`config.mk`:
```
export PLATFORM = sky130hd
export DESIGN_NAME = alu_nbit_seq_flat
export DESIGN_NICKNAME = d
export VERILOG_FILES = /design/src/rtl/alu_nbit_seq_pkg.sv /design/src/rtl/alu_nbit_seq_if.sv /design/src/rtl/alu_nbit_seq_core.sv /design/src/rtl/alu_nbit_seq.sv /design/src/flat_wrapper.sv
export SDC_FILE = /design/constraint.sdc
export NUM_CORES = 1
export LEC_CHECK = 0
export BUFFER_PORTS_ARGS = -buffer_cell sky130_fd_sc_hd__buf_2
export CAP_MARGIN = 40
export CELL_PAD_IN_SITES_DETAIL_PLACEMENT = 0
export CELL_PAD_IN_SITES_GLOBAL_PLACEMENT = 1
export CORE_UTILIZATION = 25
export DETAILED_ROUTE_END_ITERATION = 12
export PLACE_DENSITY = 0.61
export RECOVER_POWER = 100
export SLEW_MARGIN = 30
export SYNTH_ARGS = -nofsm -noshare
export SYNTH_HDL_FRONTEND = slang
export SYNTH_SLANG_ARGS = --single-unit
export TNS_END_PERCENT = 5
```
`constraint.sdc`:
```
create_clock -name clk -period 3.78 [get_ports clk]
set_input_delay 0.567 -clock clk [delete_from_list [all_inputs] [get_ports clk]]
set_output_delay 0.567 -clock clk [all_outputs]
set_load 0.02 [all_outputs]
```
`src/rtl/alu_nbit_seq_pkg.sv`:
```
// Shared definitions for the sequential N-bit ALU: op codes, FSM states,
// and a helper that identifies the iterative shift operations.
package alu_pkg;

    localparam logic [2:0] OP_AND = 3'b000;
    localparam logic [2:0] OP_OR  = 3'b001;
    localparam logic [2:0] OP_ADD = 3'b010;
    localparam logic [2:0] OP_SLT = 3'b011;
    localparam logic [2:0] OP_XOR = 3'b100;
    localparam logic [2:0] OP_SLL = 3'b101;
    localparam logic [2:0] OP_SRL = 3'b110;
    localparam logic [2:0] OP_SRA = 3'b111;

    typedef enum logic [1:0] {
        ST_IDLE,
        ST_SHIFT,
        ST_DONE
    } state_t;

    function automatic logic is_shift(input logic [2:0] op);
        return (op == OP_SLL) || (op == OP_SRL) || (op == OP_SRA);
    endfunction

endpackage

```
`src/rtl/alu_nbit_seq_if.sv`:
```
// Operand/result bus of the sequential ALU: input and output valid/ready
// handshakes plus operands, control and registered result/flags.
interface alu_nbit_seq_if #(
    parameter int WIDTH = 16
);
    logic             in_valid;
    logic             in_ready;
    logic [WIDTH-1:0] a;
    logic [WIDTH-1:0] b;
    logic             cin;
    logic             ainvert;
    logic             binvert;
    logic [2:0]       op;
    logic             out_valid;
    logic             out_ready;
    logic [WIDTH-1:0] result;
    logic             cout;
    logic             ovf;
    logic             zero;
    logic             neg;

    // ALU side
    modport slave (
        input  in_valid, a, b, cin, ainvert, binvert, op, out_ready,
        output in_ready, out_valid, result, cout, ovf, zero, neg
    );

    // Producer/consumer side
    modport master (
        output in_valid, a, b, cin, ainvert, binvert, op, out_ready,
        input  in_ready, out_valid, result, cout, ovf, zero, neg
    );
endinterface

```
`src/rtl/alu_nbit_seq_core.sv`:
```
// Combinational single-cycle ALU slice: optional operand inversion,
// AND/OR/XOR/ADD/SLT with carry and signed overflow. Shifts yield zero here.
module alu_nbit_core
    import alu_pkg::*;
#(
    parameter int WIDTH = 16
) (
    input  logic [WIDTH-1:0] a,
    input  logic [WIDTH-1:0] b,
    input  logic             cin,
    input  logic             ainvert,
    input  logic             binvert,
    input  logic [2:0]       op,
    output logic [WIDTH-1:0] result,
    output logic             cout,
    output logic             ovf
);
    logic [WIDTH-1:0] ap;
    logic [WIDTH-1:0] bp;
    logic [WIDTH:0]   sum;
    logic             add_ovf;

    assign ap      = a ^ {WIDTH{ainvert}};
    assign bp      = b ^ {WIDTH{binvert}};
    assign sum     = {1'b0, ap} + {1'b0, bp} + {{WIDTH{1'b0}}, cin};
    assign add_ovf = (ap[WIDTH-1] == bp[WIDTH-1]) && (sum[WIDTH-1] != ap[WIDTH-1]);

    // Operation select; only ADD and SLT report carry/overflow
    always_comb begin
        result = '0;
        cout   = 1'b0;
        ovf    = 1'b0;
        unique case (op)
            OP_AND: result = ap & bp;
            OP_OR:  result = ap | bp;
            OP_XOR: result = ap ^ bp;
            OP_ADD: begin
                result = sum[WIDTH-1:0];
                cout   = sum[WIDTH];
                ovf    = add_ovf;
            end
            OP_SLT: begin
                result = {{(WIDTH-1){1'b0}}, sum[WIDTH-1] ^ add_ovf};
                cout   = sum[WIDTH];
                ovf    = add_ovf;
            end
            default: result = '0;
        endcase
    end
endmodule

```
`src/rtl/alu_nbit_seq.sv`:
```
// Sequential WIDTH-bit ALU: single-cycle logic/arith ops, one-bit-per-cycle
// shifts, registered result/flags and valid/ready handshakes on both sides.
module alu_nbit_seq
    import alu_pkg::*;
#(
    parameter int WIDTH = 16
) (
    input  logic          clk,
    input  logic          rst_n,
    alu_nbit_seq_if.slave bus
);
    localparam int SHAMT_W = $clog2(WIDTH);

    state_t             state;
    state_t             state_n;
    logic [WIDTH-1:0]   res_q, res_n;
    logic               cout_q, cout_n;
    logic               ovf_q, ovf_n;
    logic               zero_q, zero_n;
    logic               neg_q, neg_n;
    logic [SHAMT_W-1:0] cnt_q, cnt_n;
    logic [2:0]         sh_op_q, sh_op_n;
    logic               upd;

    logic [WIDTH-1:0]   core_res;
    logic               core_cout;
    logic               core_ovf;
    logic [SHAMT_W-1:0] shamt;
    logic               accept;
    logic               shift_start;

    alu_nbit_core #(.WIDTH(WIDTH)) u_core (
        .a       (bus.a),
        .b       (bus.b),
        .cin     (bus.cin),
        .ainvert (bus.ainvert),
        .binvert (bus.binvert),
        .op      (bus.op),
        .result  (core_res),
        .cout    (core_cout),
        .ovf     (core_ovf)
    );

    assign shamt       = bus.b[SHAMT_W-1:0];
    assign bus.in_ready = (state == ST_IDLE) || ((state == ST_DONE) && bus.out_ready);
    assign accept      = bus.in_valid && bus.in_ready;
    assign shift_start = is_shift(bus.op) && (shamt != '0);

    assign bus.out_valid = (state == ST_DONE);
    assign bus.result    = res_q;
    assign bus.cout      = cout_q;
    assign bus.ovf       = ovf_q;
    assign bus.zero      = zero_q;
    assign bus.neg       = neg_q;

    // State register
    always_ff @(posedge clk) begin
        if (!rst_n) state <= ST_IDLE;
        else        state <= state_n;
    end

    // Next-state: DONE can retire and accept in the same edge
    always_comb begin
        state_n = state;
        unique case (state)
            ST_IDLE: begin
                if (accept) state_n = shift_start ? ST_SHIFT : ST_DONE;
            end
            ST_SHIFT: begin
                if (cnt_q == SHAMT_W'(1)) state_n = ST_DONE;
            end
            ST_DONE: begin
                if (accept)              state_n = shift_start ? ST_SHIFT : ST_DONE;
                else if (bus.out_ready)  state_n = ST_IDLE;
            end
            default: state_n = ST_IDLE;
        endcase
    end

    // Datapath next values; the result register doubles as the shift register
    always_comb begin
        res_n   = res_q;
        cout_n  = cout_q;
        ovf_n   = ovf_q;
        cnt_n   = cnt_q;
        sh_op_n = sh_op_q;
        upd     = 1'b0;
        if (accept) begin
            upd = 1'b1;
            if (is_shift(bus.op)) begin
                res_n   = bus.a;
                cout_n  = 1'b0;
                ovf_n   = 1'b0;
                cnt_n   = shamt;
                sh_op_n = bus.op;
            end else begin
                res_n   = core_res;
                cout_n  = core_cout;
                ovf_n   = core_ovf;
                cnt_n   = '0;
            end
        end else if (state == ST_SHIFT) begin
            upd   = 1'b1;
            ovf_n = 1'b0;
            cnt_n = cnt_q - SHAMT_W'(1);
            unique case (sh_op_q)
                OP_SLL: begin
                    cout_n = res_q[WIDTH-1];
                    res_n  = {res_q[WIDTH-2:0], 1'b0};
                end
                OP_SRL: begin
                    cout_n = res_q[0];
                    res_n  = {1'b0, res_q[WIDTH-1:1]};
                end
                default: begin
                    cout_n = res_q[0];
                    res_n  = {res_q[WIDTH-1], res_q[WIDTH-1:1]};
                end
            endcase
        end
        // Flags are registered alongside the result so they clear on reset
        zero_n = upd ? (res_n == '0)      : zero_q;
        neg_n  = upd ? res_n[WIDTH-1]     : neg_q;
    end

    // Datapath registers
    always_ff @(posedge clk) begin
        if (!rst_n) begin
            res_q   <= '0;
            cout_q  <= 1'b0;
            ovf_q   <= 1'b0;
            zero_q  <= 1'b0;
            neg_q   <= 1'b0;
            cnt_q   <= '0;
            sh_op_q <= '0;
        end else begin
            res_q   <= res_n;
            cout_q  <= cout_n;
            ovf_q   <= ovf_n;
            zero_q  <= zero_n;
            neg_q   <= neg_n;
            cnt_q   <= cnt_n;
            sh_op_q <= sh_op_n;
        end
    end
endmodule

```
`src/flat_wrapper.sv`:
```
// flat-port wrapper written by rule: the top's interface ports become plain ports
module alu_nbit_seq_flat import alu_pkg::*;
#(
    parameter int WIDTH = 16
)
  (clk, rst_n, bus_in_valid, bus_a, bus_b, bus_cin, bus_ainvert, bus_binvert, bus_op, bus_out_ready, bus_in_ready, bus_out_valid, bus_result, bus_cout, bus_ovf, bus_zero, bus_neg);
  alu_nbit_seq_if #(.WIDTH(WIDTH)) bus_i ();
  input  logic clk;
  input  logic rst_n;
  input wire logic [$bits(bus_i.in_valid)-1:0] bus_in_valid;
  input wire logic [$bits(bus_i.a)-1:0] bus_a;
  input wire logic [$bits(bus_i.b)-1:0] bus_b;
  input wire logic [$bits(bus_i.cin)-1:0] bus_cin;
  input wire logic [$bits(bus_i.ainvert)-1:0] bus_ainvert;
  input wire logic [$bits(bus_i.binvert)-1:0] bus_binvert;
  input wire logic [$bits(bus_i.op)-1:0] bus_op;
  input wire logic [$bits(bus_i.out_ready)-1:0] bus_out_ready;
  output wire logic [$bits(bus_i.in_ready)-1:0] bus_in_ready;
  output wire logic [$bits(bus_i.out_valid)-1:0] bus_out_valid;
  output wire logic [$bits(bus_i.result)-1:0] bus_result;
  output wire logic [$bits(bus_i.cout)-1:0] bus_cout;
  output wire logic [$bits(bus_i.ovf)-1:0] bus_ovf;
  output wire logic [$bits(bus_i.zero)-1:0] bus_zero;
  output wire logic [$bits(bus_i.neg)-1:0] bus_neg;
  assign bus_i.in_valid = bus_in_valid;
  assign bus_i.a = bus_a;
  assign bus_i.b = bus_b;
  assign bus_i.cin = bus_cin;
  assign bus_i.ainvert = bus_ainvert;
  assign bus_i.binvert = bus_binvert;
  assign bus_i.op = bus_op;
  assign bus_i.out_ready = bus_out_ready;
  assign bus_in_ready = bus_i.in_ready;
  assign bus_out_valid = bus_i.out_valid;
  assign bus_result = bus_i.result;
  assign bus_cout = bus_i.cout;
  assign bus_ovf = bus_i.ovf;
  assign bus_zero = bus_i.zero;
  assign bus_neg = bus_i.neg;
  alu_nbit_seq #(.WIDTH(WIDTH)) u_core (.clk(clk), .rst_n(rst_n), .bus(bus_i));
endmodule
```
# Word level (Yosys, flattened, before mapping)
# Index checks and enable logic that the tools add are counted.
# totals
reg_bits,29
input_bits,42
output_inout_bits,22
wordCells,74
# classes
add_sub_neg,3
n_eq_ne,17
n_mux,25
bitwise_logic,6
reduce_logical,15
# op_table
op,n
16-bit one-hot mux with 5 select lines,1
16-bit two-way mux,3
16-bit bitwise XOR,3
16-bit one-hot mux with 2 select lines,1
"3-bit == test, second input constant",6
16-bit by 16-bit adder with 17-bit output,1
17-bit by 1-bit adder with 17-bit output,1
16-bit bitwise AND,1
16-bit zero test,1
16-bit OR,1
4-bit two-way mux,3
1-bit two-way mux,11
2-bit two-way mux,5
"3-bit by 2-bit == test with 1-bit output, second input constant",2
2-bit one-hot mux with 3 select lines,1
"4-bit by 1-bit == test with 1-bit output, second input constant",1
1-bit logical AND,4
"2-bit by 1-bit inequality test with 1-bit output, second input constant",2
4-bit nonzero test,1
"4-bit by 1-bit subtractor with 4-bit output, second input constant",1
"3-bit by 1-bit == test with 1-bit output, second input constant",1
3-bit zero test,1
1-bit logical OR,3
"3-bit by 2-bit inequality test with 1-bit output, second input constant",1
10 further kinds,10

# Depth between registers and ports, before layout
# logic_depth
depth_word,10
depth_mapped,15
mapped_depth_nobuf,13

# Cells and area by module
# A second synthesis with hierarchy kept.
# unflattened
cells_unflattened,537
area_unflattened_um2,4137.7
# modules_own_cells
mod,instances,cells_per_inst,area_each_um2,seq_area_each_um2
alu_nbit_core,1,335,2324.7,0.0
alu_nbit_seq,1,202,1813.0,580.6

# Worst setup path after synthesis
# OpenSTA, ideal clock, no wires.
# synth_timing
path_type,input-to-reg
from,input port bus_ainvert
to,"register u_core.zero_q, in the netlist u_core.bus.zero"
setup_time_ns,0.084
arrival_ns,3.952
required_ns,3.696
path_slack_ns,-0.256
path_stages,15
n_path_buf,2
path_cell_list,clkbuf_1 > clkbuf_1 > xnor2_1 > inv_1 > fa_1 > inv_1 > fa_1 > nand2b_1 > a2111oi_2 > nor2_1 > a32o_2 > a21oi_4 > o211ai_2 > or3_1 > o31ai_2
# synth_via
elab_chain_len,10
word_cells_on_any_way,14
cone_classes,add/sub: 2; eq/ne: 2; mux: 3; bitwise: 5; reduce/logical: 2
# synth_lines
item,line_no,rtl
"start, declared",flat_wrapper.sv:14,input wire logic [$bits(bus_i.ainvert)-1:0] bus_ainvert;
16-bit bitwise XOR *,alu_nbit_seq_core.sv:23,assign ap = a ^ {WIDTH{ainvert}};
16-bit by 16-bit adder with 17-bit output,alu_nbit_seq_core.sv:25,"assign sum = {1'b0, ap} + {1'b0, bp} + {{WIDTH{1'b0}}, cin};"
17-bit by 1-bit adder with 17-bit output,alu_nbit_seq_core.sv:25,
1-bit inequality test,alu_nbit_seq_core.sv:26,assign add_ovf = (ap[WIDTH-1] == bp[WIDTH-1]) && (sum[WIDTH-1] != ap[WIDTH-1]);
1-bit logical AND,alu_nbit_seq_core.sv:26,
1-bit bitwise XOR,alu_nbit_seq_core.sv:43,"result = {{(WIDTH-1){1'b0}}, sum[WIDTH-1] ^ add_ovf};"
16-bit one-hot mux with 5 select lines *,alu_nbit_seq_core.sv:33,unique case (op)
16-bit two-way mux *,alu_nbit_seq.sv:90,if (is_shift(bus.op)) begin
16-bit two-way mux *,alu_nbit_seq.sv:88,if (accept) begin
16-bit zero test *,alu_nbit_seq.sv:122,zero_n = upd ? (res_n == '0) : zero_q;
"end signal, assigned",alu_nbit_seq.sv:140,zero_q <= zero_n;
"end, declared",alu_nbit_seq.sv:19,"logic zero_q, zero_n;"
# Every way passes the cells marked *; elsewhere a longest branch is shown, timed or not.
# A chain may end at the register's enable or synchronous reset.

# Worst setup path in the final report
# layout_timing
from,input port bus_binvert
to,"register u_core.zero_q, in the netlist u_core.bus.zero"
# layout_via
elab_chain_len,10
word_cells_on_any_way,14
cone_classes,add/sub: 2; eq/ne: 2; mux: 3; bitwise: 5; reduce/logical: 2
# layout_lines
item,line_no,rtl
"start, declared",flat_wrapper.sv:15,input wire logic [$bits(bus_i.binvert)-1:0] bus_binvert;
16-bit bitwise XOR *,alu_nbit_seq_core.sv:24,assign bp = b ^ {WIDTH{binvert}};
16-bit by 16-bit adder with 17-bit output,alu_nbit_seq_core.sv:25,
17-bit by 1-bit adder with 17-bit output,alu_nbit_seq_core.sv:25,
1-bit inequality test,alu_nbit_seq_core.sv:26,
1-bit logical AND,alu_nbit_seq_core.sv:26,
1-bit bitwise XOR,alu_nbit_seq_core.sv:43,
16-bit one-hot mux with 5 select lines *,alu_nbit_seq_core.sv:33,
16-bit two-way mux *,alu_nbit_seq.sv:90,
16-bit two-way mux *,alu_nbit_seq.sv:88,
16-bit zero test *,alu_nbit_seq.sv:122,
# Marked as above.

==> results.ini <==
[worst_setup_path]
worst_r2r_endpoint = u_core.bus.zero
setup.reg_to_reg.worst_slack_ns = 0.92
critical_path.endpoint = u_core.bus.zero
cp_common_cell = sky130_fd_sc_hd__fa_1
timing_worst_setup_path_type = in -> reg
timing.critical_path.depth = 13
cp_slowest_stage_delay_ns = 0.40
worstSetupStartpoint = bus_binvert
timing.rr.start = u_core.sh_op_q[1]
critical_path.startpoint_type = primary input
timing.critical_path.slowest_stage_cell = sky130_fd_sc_hd__a2111oi_2
worst-endpoint-arrival_ns = 3.72
path_max_fanout = 4
critical_path.cell_chain = clkbuf_1, xor2_1, fa_1, inv_1, fa_1, nand2b_1, a2111oi_2, nor2_1, a32o_2, a21oi_4, o211ai_1, or3_1, o31ai_2
critical_path.n_buffers_inverters = 2
r2r.worst_path.cells = 10
critical_path.endpoint_type = flip-flop
worst-endpoint-required_ns = 3.98
worst_path_dominant_cell_family = compound AO/OA/AOI/OAI gates

[power_and_ir_drop]
power_density_nw_per_um2 = 346
vdd.ir_drop.worst_uv = 157
total_leakage_power_uw = 0.00192

[die]
placementRows = 44
core-area_um2 = 14500
die_w_um = 124
io-pin-count = 64
initial_util_pct = 25.6
die_area_um2 = 15400
die_h_um = 124

[timing]
tightestPinTransition_ns = 0.951
totalNegativeSetupSlack_ns = 0
setup_failing_eps_final = 0
finalHoldViolations = 0
final.period_utilization_pct = 93.0
min_period_ns = 3.52
max_freq_mhz = 284
timing.final.ws_setup_ns = 0.264
finClkSkew_ns = 0.0102
final_max_slew_viol_count = 0
rsz0062_at_grt = false
slew_headroom_pct = 36.6

[cells_and_area]
num-fill-cells = 1623
diodes = 0
flow.area_growth_from_synthesis_pct = 17.3
final_nets = 630
final_layout_size_suffix_gt1_share_pct = 15.0

[clocking]
clock_tree.root_cell = sky130_fd_sc_hd__clkbuf_16
cts_h_tree_lvls = 2
post_cts_buffers = 0
clock_path_buffers = 2
holdBufCountCts = 0
clock_sinks = 29
clk-insertion-delay-late_ns = 0.28
post_cts.resized_instances = 0
cts_inserted_buffers = 5
clk_pin_slew_ns = 0.06
cts_tree = yes

[logic_synthesis]
net_count_of_the_mapped_netlist = 573
synthArstFlopShare_pct = 0
yosysSeqAreaShare_pct = 15.6
yosys_most_used_dff = sky130_fd_sc_hd__dfxtp_1
post_synth_inst_count = 495
synth_area_per_cell_um2 = 7.51
synth_edf_count = 0
ys_warn_count = 0
syn-cell-area_um2 = 3720
yosys_register_bits = 29
post_synth_num_cell_types = 76

[grt]
pin_count_of_the_biggest_net_entering_global_routing = 31
globalRoute.totalOverflow = 0
first_global_vias = 3878
grt_util_all_layers_pct = 18.1
grt_first_pass_wirelength_mm = 21.2
antenna_found_initial = 0

[routing]
avgRoutedWirePerCell_um = 18.4
dr_total_vias = 3903
drt_iter0_drc = 291
firstDrtPassIters = 6
post_drt_via_cell_ratio = 5.30
ant_nets = 0
detailed_route_drc_error_count = 0
detail_route.wirelength_mm = 13.5

[run_status]
run_status = completed

[min_path]
hold_class = reg -> reg

[place]
dp_worst_setup_slack_ns = 0.0162
io_buffer_count = 63
routability_congestion_estimate_from_global_placement = 0.849
hpwl_mm = 10.5

[run]
max_cap_violations = 0

==> cells in the mapped netlist, types with 6 or more instances <==
| cell | instances | share of area, % |
|---|---|---|
| sky130_fd_sc_hd__buf_2 | 11 | 1.5 |
| sky130_fd_sc_hd__nand2b_1 | 7 | 1.2 |
| sky130_fd_sc_hd__and2_1 | 10 | 1.7 |
| sky130_fd_sc_hd__xor2_1 | 37 | 8.7 |
| sky130_fd_sc_hd__clkbuf_1 | 18 | 1.8 |
| sky130_fd_sc_hd__inv_1 | 40 | 4.0 |
| sky130_fd_sc_hd__nor3_1 | 8 | 1.1 |
| sky130_fd_sc_hd__ha_1 | 34 | 11 |
| sky130_fd_sc_hd__nor2b_1 | 7 | 1.2 |
| sky130_fd_sc_hd__o22ai_1 | 14 | 2.4 |
| sky130_fd_sc_hd__dfxtp_1 | 29 | 16 |
| sky130_fd_sc_hd__mux2i_1 | 15 | 4.0 |
| sky130_fd_sc_hd__o21ai_0 | 35 | 4.7 |
| sky130_fd_sc_hd__a22o_1 | 9 | 2.1 |
| sky130_fd_sc_hd__nor2_1 | 41 | 4.1 |
| sky130_fd_sc_hd__xnor2_1 | 6 | 1.4 |
| sky130_fd_sc_hd__nand3_1 | 10 | 1.3 |
| sky130_fd_sc_hd__a21oi_1 | 28 | 3.8 |
| sky130_fd_sc_hd__nand2_1 | 29 | 2.9 |
| sky130_fd_sc_hd__a22oi_1 | 6 | 1.2 |
| sky130_fd_sc_hd__a211oi_1 | 9 | 1.8 |
==> worst reg2reg max path: cells and delay by family, from the launching register on <==
family,cells,cell delay (ns)
buf+inv,2,0.56
simple gates,3,1.00
mux,1,0.18
flops,1,0.34
compound gates,4,0.72
==> how the worst min path moves through the flow <==
stage	slack, ns	from	endpoint	cells past startpoint
after floorplan	0.49	u_core.sh_op_q[2]	u_core.sh_op_q[2]	2
after global placement	0.50	u_core.sh_op_q[2]	u_core.sh_op_q[2]	2
after detailed placement	0.52	u_core.bus.ovf	u_core.bus.ovf	2
after CTS	0.53	u_core.bus.zero	u_core.bus.zero	2
after global routing	0.55	u_core.bus.neg	u_core.bus.neg	1
final	0.53	u_core.sh_op_q[2]	u_core.sh_op_q[2]	2
==> sequential cells by signal, indices dropped and copies added, names as in the netlist <==
| register | cells |
|---|---|
| u_core.bus.cout | 1 |
| u_core.bus.ovf | 1 |
| u_core.state | 2 |
| u_core.cnt_q | 4 |
| u_core.bus.neg | 1 |
| u_core.bus.zero | 1 |
| u_core.sh_op_q | 3 |
| u_core.bus.result | 16 |
==> cell usage in the layout, fill, tap and decap left out, types with 3 or more instances in the layout <==
cell type                    n
sky130_fd_sc_hd__inv_1      40
sky130_fd_sc_hd__nand2b_1    7
sky130_fd_sc_hd__nor3b_1     3
sky130_fd_sc_hd__nor3_1      8
sky130_fd_sc_hd__ha_1       34
sky130_fd_sc_hd__nor4_1      4
sky130_fd_sc_hd__a22o_1      9
sky130_fd_sc_hd__o211ai_1    6
sky130_fd_sc_hd__nor2b_1     7
sky130_fd_sc_hd__buf_2      39
sky130_fd_sc_hd__o31ai_1     3
sky130_fd_sc_hd__a211oi_1    9
sky130_fd_sc_hd__dfxtp_1    29
sky130_fd_sc_hd__o21ai_0    36
sky130_fd_sc_hd__clkbuf_1   27
sky130_fd_sc_hd__and2_0      3
sky130_fd_sc_hd__a22oi_1     6
sky130_fd_sc_hd__buf_4      20
sky130_fd_sc_hd__a221oi_1    4
sky130_fd_sc_hd__and2_1      7
sky130_fd_sc_hd__a31oi_1     5
sky130_fd_sc_hd__a21oi_1    28
sky130_fd_sc_hd__nor2_1     41
sky130_fd_sc_hd__mux2i_1    15
sky130_fd_sc_hd__xnor2_1     6
sky130_fd_sc_hd__or3_1       3
sky130_fd_sc_hd__nand2_1    29
sky130_fd_sc_hd__nand3_1    10
sky130_fd_sc_hd__xor2_1     37
sky130_fd_sc_hd__clkbuf_16   5
sky130_fd_sc_hd__o22ai_1    14
==> power breakdown <==
part | internal [uW] | leakage, uW | switching, uW
Combinational | 287 | 0.00161 | 449
Clock | 259 | 0.0000700 | 150
Sequential | 333 | 0.000238 | 33.1
==> kinds of logic after synthesis <==
group                      after synthesis  synth area share (%)
AOI/OAI and AO/OA                      158                  29.8
xor gates and xnor gates                43                  10.1
adders and majority gates               36                  12.5
buffers and inverters                   76                  8.65
DFF                                     29                  15.6
muxes                                   19                  5.35
and+or+nand+nor                        134                  17.9
==> layout make-up <==
cell class,count,area (um^2),area share (%)
Inverter,41,154,3.53
Multi-Input combinational cell,390,2810,64.4
Tap cell,184,230,5.28
Sequential cell,29,581,13.3
Clock buffer,7,143,3.27
Timing Repair Buffer,85,443,10.2
==> metal layers <==
layer  track usage [%]  part of all wire, %
met2              31.1                   47
met3              2.20                  5.6
met4              3.50                 0.78
met5                 0                    0
met1              24.3                   47
==> per-stage QoR <==
step	std cells	instance area [um^2]	total power, uW	hold slack (ns)	utilization (%)
final	736	4360	1510	0.527	30.0
after global routing	736	4360	1610	0.554	30.0
after CTS	736	4400	1520	0.533	30.3
after detailed placement	729	4260	1110	0.521	29.3
after global placement	729	4260	1110	0.505	29.3
after floorplan	495	3720	887	0.486	-
No activity file was read; power rests on OpenSTA's default activity.
